**src/rtl/coin_uart_tx.sv**
```systemverilog
// Coin-event UART transmitter: queues coin codes in a small FIFO and sends one 8N1 byte per event.
// Latency: event accepted at edge N into an idle, empty unit -> start bit on the line after edge N+1.
// Backpressure: none upstream; an event arriving while the FIFO is full (and not popping) is dropped and sets overflow.
module coin_uart_tx #(
    parameter int CLKS_PER_BIT = 434,
    parameter int FIFO_DEPTH   = 4
) (
    input  logic       clock,
    input  logic       reset,
    input  logic       coinValid,
    input  logic [1:0] coinValue,
    output logic       UART_TXD,
    output logic       busy,
    output logic       full,
    output logic       overflow
);

    localparam int PTR_W = (FIFO_DEPTH > 1) ? $clog2(FIFO_DEPTH) : 1;
    localparam int CNT_W = PTR_W + 1;
    localparam logic [15:0]      BAUD_LAST = 16'(CLKS_PER_BIT - 1);
    localparam logic [CNT_W-1:0] CNT_FULL  = CNT_W'(FIFO_DEPTH);

    typedef enum logic [1:0] {
        S_IDLE  = 2'd0,
        S_START = 2'd1,
        S_DATA  = 2'd2,
        S_STOP  = 2'd3
    } state_t;

    state_t           r_state;
    state_t           w_state_nxt;

    logic [1:0]       r_mem [FIFO_DEPTH];
    logic [PTR_W-1:0] r_wr_ptr;
    logic [PTR_W-1:0] r_rd_ptr;
    logic [CNT_W-1:0] r_count;

    logic [15:0]      r_baud;
    logic [15:0]      w_baud_nxt;
    logic [2:0]       r_bit_idx;
    logic [2:0]       w_bit_idx_nxt;
    logic [7:0]       r_shift;
    logic [7:0]       w_shift_nxt;
    logic             r_txd;
    logic             r_overflow;
    logic             w_txd_nxt;

    logic             w_push_req;
    logic             w_push;
    logic             w_pop;
    logic             w_drop;
    logic             w_fifo_full;
    logic             w_bit_last;
    logic [1:0]       w_head;

    // Coin code to ASCII: 'C'ircle, 'T'riangle, 'P'entagon.
    function automatic logic [7:0] f_encode(input logic [1:0] code);
        case (code)
            2'b01:   f_encode = 8'h43;
            2'b10:   f_encode = 8'h54;
            2'b11:   f_encode = 8'h50;
            default: f_encode = 8'h00;
        endcase
    endfunction

    // A code of 00 is "no coin" and never reaches the FIFO. Pop depends only on
    // registered state, so a push into an empty FIFO can never be popped the same cycle.
    assign w_push_req  = coinValid && (coinValue != 2'b00);
    assign w_fifo_full = (r_count == CNT_FULL);
    assign w_pop       = (r_state == S_IDLE) && (r_count != '0);
    assign w_push      = w_push_req && (!w_fifo_full || w_pop);
    assign w_drop      = w_push_req && w_fifo_full && !w_pop;
    assign w_head      = r_mem[r_rd_ptr];
    assign w_bit_last  = (r_baud == BAUD_LAST);

    assign UART_TXD = r_txd;
    assign busy     = (r_state != S_IDLE) || (r_count != '0);
    assign full     = w_fifo_full;
    assign overflow = r_overflow;

    // FSM state register.
    always_ff @(posedge clock) begin
        if (reset) begin
            r_state <= S_IDLE;
        end else begin
            r_state <= w_state_nxt;
        end
    end

    // FSM next-state: each non-idle state lasts whole bit periods; IDLE lasts at least one cycle.
    always_comb begin
        w_state_nxt = r_state;
        case (r_state)
            S_IDLE:  if (w_pop)                               w_state_nxt = S_START;
            S_START: if (w_bit_last)                          w_state_nxt = S_DATA;
            S_DATA:  if (w_bit_last && (r_bit_idx == 3'd7))   w_state_nxt = S_STOP;
            S_STOP:  if (w_bit_last)                          w_state_nxt = S_IDLE;
            default:                                          w_state_nxt = S_IDLE;
        endcase
    end

    // FSM outputs: next line level is derived from the next state so the line register changes on the transition edge.
    always_comb begin
        w_shift_nxt = r_shift;
        if (w_pop) begin
            w_shift_nxt = f_encode(w_head);
        end else if ((r_state == S_DATA) && w_bit_last) begin
            w_shift_nxt = {1'b0, r_shift[7:1]};
        end

        w_txd_nxt = 1'b1;
        case (w_state_nxt)
            S_START: w_txd_nxt = 1'b0;
            S_DATA:  w_txd_nxt = w_shift_nxt[0];
            default: w_txd_nxt = 1'b1;
        endcase
    end

    // Baud counter clears on every state change and every bit boundary; bit index restarts on entry to DATA.
    always_comb begin
        w_baud_nxt    = r_baud + 16'd1;
        w_bit_idx_nxt = r_bit_idx;
        if ((w_state_nxt != r_state) || w_bit_last || (r_state == S_IDLE)) begin
            w_baud_nxt = 16'd0;
        end
        if ((r_state == S_START) && (w_state_nxt == S_DATA)) begin
            w_bit_idx_nxt = 3'd0;
        end else if ((r_state == S_DATA) && w_bit_last) begin
            w_bit_idx_nxt = r_bit_idx + 3'd1;
        end
    end

    // Transmit datapath registers, including the registered line driver.
    always_ff @(posedge clock) begin
        if (reset) begin
            r_baud    <= 16'd0;
            r_bit_idx <= 3'd0;
            r_shift   <= 8'h00;
            r_txd     <= 1'b1;
        end else begin
            r_baud    <= w_baud_nxt;
            r_bit_idx <= w_bit_idx_nxt;
            r_shift   <= w_shift_nxt;
            r_txd     <= w_txd_nxt;
        end
    end

    // FIFO storage; contents need no reset because the occupancy count gates every read.
    always_ff @(posedge clock) begin
        if (!reset && w_push) begin
            r_mem[r_wr_ptr] <= coinValue;
        end
    end

    // FIFO pointers, occupancy and sticky overflow flag.
    always_ff @(posedge clock) begin
        if (reset) begin
            r_wr_ptr   <= '0;
            r_rd_ptr   <= '0;
            r_count    <= '0;
            r_overflow <= 1'b0;
        end else begin
            if (w_push) begin
                r_wr_ptr <= r_wr_ptr + PTR_W'(1);
            end
            if (w_pop) begin
                r_rd_ptr <= r_rd_ptr + PTR_W'(1);
            end
            case ({w_push, w_pop})
                2'b10:   r_count <= r_count + CNT_W'(1);
                2'b01:   r_count <= r_count - CNT_W'(1);
                default: r_count <= r_count;
            endcase
            if (w_drop) begin
                r_overflow <= 1'b1;
            end
        end
    end

endmodule

```
**config.mk**
```make
export PLATFORM = sky130hd
export DESIGN_NAME = coin_uart_tx
export DESIGN_NICKNAME = d
export VERILOG_FILES = /design/src/rtl/coin_uart_tx.sv
export SDC_FILE = /design/constraint.sdc
export NUM_CORES = 1
export LEC_CHECK = 0
export CAP_MARGIN = 15
export CORE_MARGIN = 2
export CORE_UTILIZATION = 47
export DETAILED_ROUTE_END_ITERATION = 16
export HOLD_SLACK_MARGIN = 0.12
export PLACE_DENSITY_LB_ADDON = 0.15
export SKIP_LAST_GASP = 1
export SLEW_MARGIN = 20
export SYNTH_ARGS = -nofsm -noshare
export SYNTH_HDL_FRONTEND = slang
export SYNTH_SLANG_ARGS = --single-unit
export TNS_END_PERCENT = 5
```
**constraint.sdc**
```tcl
create_clock -name clock -period 2.4 [get_ports clock]
set_input_delay 0.6 -clock clock [delete_from_list [all_inputs] [get_ports clock]]
set_output_delay 0.6 -clock clock [all_outputs]
set_load 0.005 [all_outputs]
```
==> results_dict.tcl <==
set metrics [dict create \
    maxCapViolCount 0 \
    setup_viol 0 \
    die_x_um 72.67 \
    gr-usage-all-layers 0.1681 \
    initial_core_util 0.4986 \
    ys_warn_count 0 \
    finalCritPeriodShare 0.9104 \
    slew_headroom 0.6339 \
    synth-seq-cells 47 \
    insertion_delay_ns 0.31 \
    min_from "r_shift[4]" \
    outcome "complete, no violations" \
    io_buffers 8 \
    grt_pass1_vias 1528 \
    pin_count 9 \
    path_clk_slew_ns 0.08 \
    synth_ff_type "dfxtp_1" \
    grt_setup_unrepaired "false" \
    cellPowerDensity_nw_per_um2 967.0 \
    timing.critical_path.buf_inv 1 \
    setup_tns_ns 0 \
    grt_max_degree 19 \
    worst_path_largest_cell_delay_ns 0.46 \
    cts_hold_buf 0 \
    diodes 0 \
    fin_crit_ns 2.185 \
    syn_inst 228 \
    arrival_ns 1.59 \
    cts_setup_buffers 0 \
    cts_num_sinks 47 \
    power_mw 2.411 \
    fp.dieH_um 72.67 \
    fmax_ghz 0.4577 \
    routed_wirelength_mm 3.868 \
    syn_to_final_growth_pct 12.54 \
    wire_per_inst_um 12.94 \
    leakagePower_nw 0.8803 \
    h-tree-depth 2 \
    gr-total-overflow 0 \
    fillerInstances 418 \
    worstSetupStartpointType "register" \
    crit_fanout 5 \
    setup.worst_path.class "register to output pin" \
    hold_violations 0 \
    crit_chain "nor3_1 > nand2_1 > clkdlybuf4s50_1" \
    gp_congestion 0.8029 \
    synth_edf_count 8 \
    firstDrtPassIters 4 \
    critPathLaunch "r_count[1]" \
    root_buffer "clkbuf_8" \
    dp_hpwl_mm 2.827 \
    max-vdd-ir-drop_v 0.0005095 \
    drv_slew 0 \
    critPathCaptureType "output pin" \
    ys_seq_area_frac 0.4608 \
    cts_buffer_depth 2 \
    crit_path_top_delay_cell "clkdlybuf4s50_1" \
    cts_tree "done" \
    vias 1578 \
    final_antenna_net_count 0 \
    dp_cells 291 \
    die-area_um2 5280 \
    avgSynthCellArea_um2 9.719 \
    grt_pass1_wl_mm 6.837 \
    drt-initial-drc-count 46 \
    rows 24 \
    hold_path_class "register to register" \
    path_delay_family "buffers and inverters" \
    grt_antenna_before_repair 0 \
    synthArstFlopShare 0 \
    core-area_um2 4444 \
    fin_worst_skew_ns 0.002551 \
    numCtsBuffers 5 \
    finalNonFillerCells 299 \
    syn_nets 242 \
    synth_area_um2 2216 \
    fin_nets 260 \
    worst_pin_slew_ns 0.5491 \
    required_ns 1.80 \
    cts_resized 0 \
    vias_per_cell 5.278 \
    drive_gt1_frac 0.1255 \
    ys_types 43 \
    post-route-drc-count 0 \
    timing.rr.start "r_baud[0]" \
]
==> logic make-up (layout without fill, tap and decap cells) <==
kind of cell	after synthesis	in the layout	synth area share
muxes	5	5	0.03613
adders and majority gates	9	9	0.05421
buffers and inverters	19	38	0.04630
DFF	47	47	0.4608
xor gates and xnor gates	17	17	0.06720
and+or+nand+nor	98	98	0.2411
AOI/OAI and AO/OA	33	33	0.09429
==> where the power goes <==
group | internal (mW) | switching, mW | total, mW
clock | 0.305 | 0.270 | 0.576
sequential | 0.911 | 0.0750 | 0.986
combinational | 0.403 | 0.448 | 0.850
total | 1.62 | 0.793 | 2.41
==> per-stage QoR <==
step                      hold WS (ns)  cell area (µm²)    util  setup slack, ns
after floorplan                 0.4366             2216       -           0.4248
after global placement          0.4532             2386  0.5369          0.05931
after detailed placement        0.4530             2386  0.5369          0.04901
after CTS                       0.4645             2494  0.5611           0.2192
after global routing            0.4842             2494  0.5611           0.1163
final                           0.4624             2494  0.5611           0.2149
==> Yosys cell counts, types with 2 or more instances <==
cell type / instances / area share
inv_1: 10 / 0.017
a31oi_1: 3 / 0.0085
and2_1: 4 / 0.011
or3_1: 5 / 0.014
a21oi_1: 13 / 0.029
buf_6: 4 / 0.020
or2_1: 2 / 0.0056
mux2i_1: 2 / 0.0090
and4_1: 5 / 0.020
clkbuf_1: 4 / 0.0068
dfxtp_1: 39 / 0.35
nand3_1: 9 / 0.020
nor2_1: 27 / 0.046
xnor2_1: 9 / 0.036
nor3b_1: 2 / 0.0068
nor2b_1: 2 / 0.0056
nand4_1: 5 / 0.014
mux4_2: 2 / 0.020
o21ai_0: 6 / 0.014
edfxtp_1: 8 / 0.11
o31ai_1: 3 / 0.010
a21oi_2: 2 / 0.0079
nand2_1: 20 / 0.034
a22oi_1: 2 / 0.0068
ha_1: 8 / 0.045
nor3_1: 8 / 0.018
xor2_1: 8 / 0.032
==> layout by cell type, fill, tap and decap left out, types with 9 or more instances in the layout <==
cell type  instances
nand2_1           20
buf_4             12
xnor2_1            9
dfxtp_1           39
inv_1             10
nand3_1            9
nor2_1            27
a21oi_1           13
==> worst reg2reg max path, cell delays in order, from the launching register on <==
cell	delay (ns)
dfxtp_1	0.40
ha_1	0.20
or4b_1	0.46
nor4_2	0.18
and4_1	0.41
mux2i_1	0.26
nor3_2	0.05
==> state kept, by name, summed over array words and instances (netlist names), named ones only <==
name and flops:
r_state 2, UART_TXD 1, r_bit_idx 3, r_count 3, r_mem 8, r_wr_ptr 2, overflow 1, r_shift 7
r_baud 16, r_rd_ptr 2
==> per-layer routing <==
| layer | up-vias | wire [µm] | share of wire | track usage |
|---|---|---|---|---|
| li1 | 832 | - | - | - |
| met1 | 723 | 2057 | 0.53 | 0.2372 |
| met2 | 17 | 1597 | 0.41 | 0.2374 |
| met3 | 6 | 132 | 0.034 | 0.04972 |
| met4 | 0 | 79 | 0.020 | 0.07613 |
| met5 | - | 0 | 0 | 0 |
==> worst paths after layout <==
path	to	slack [ns]	cells past startpoint
worst max-delay path	busy	0.21	3
worst min-delay path	r_shift[3]	0.46	2
worst max register to register	r_shift[5]	0.34	6
worst min register to register	r_shift[3]	0.46	2
==> cell type report <==
| cell class | count | area, µm² | area share |
|---|---|---|---|
| Clock buffer | 5 | 68.82 | 0.02760 |
| Multi-Input combinational cell | 162 | 1092 | 0.4380 |
| Tap cell | 52 | 65.06 | 0.02609 |
| Sequential cell | 47 | 1021 | 0.4094 |
| Inverter | 10 | 37.54 | 0.01505 |
| Clock inverter | 3 | 38.79 | 0.01555 |
| Timing Repair Buffer | 20 | 170.2 | 0.06824 |
No activity file was read; power rests on OpenSTA's default activity.
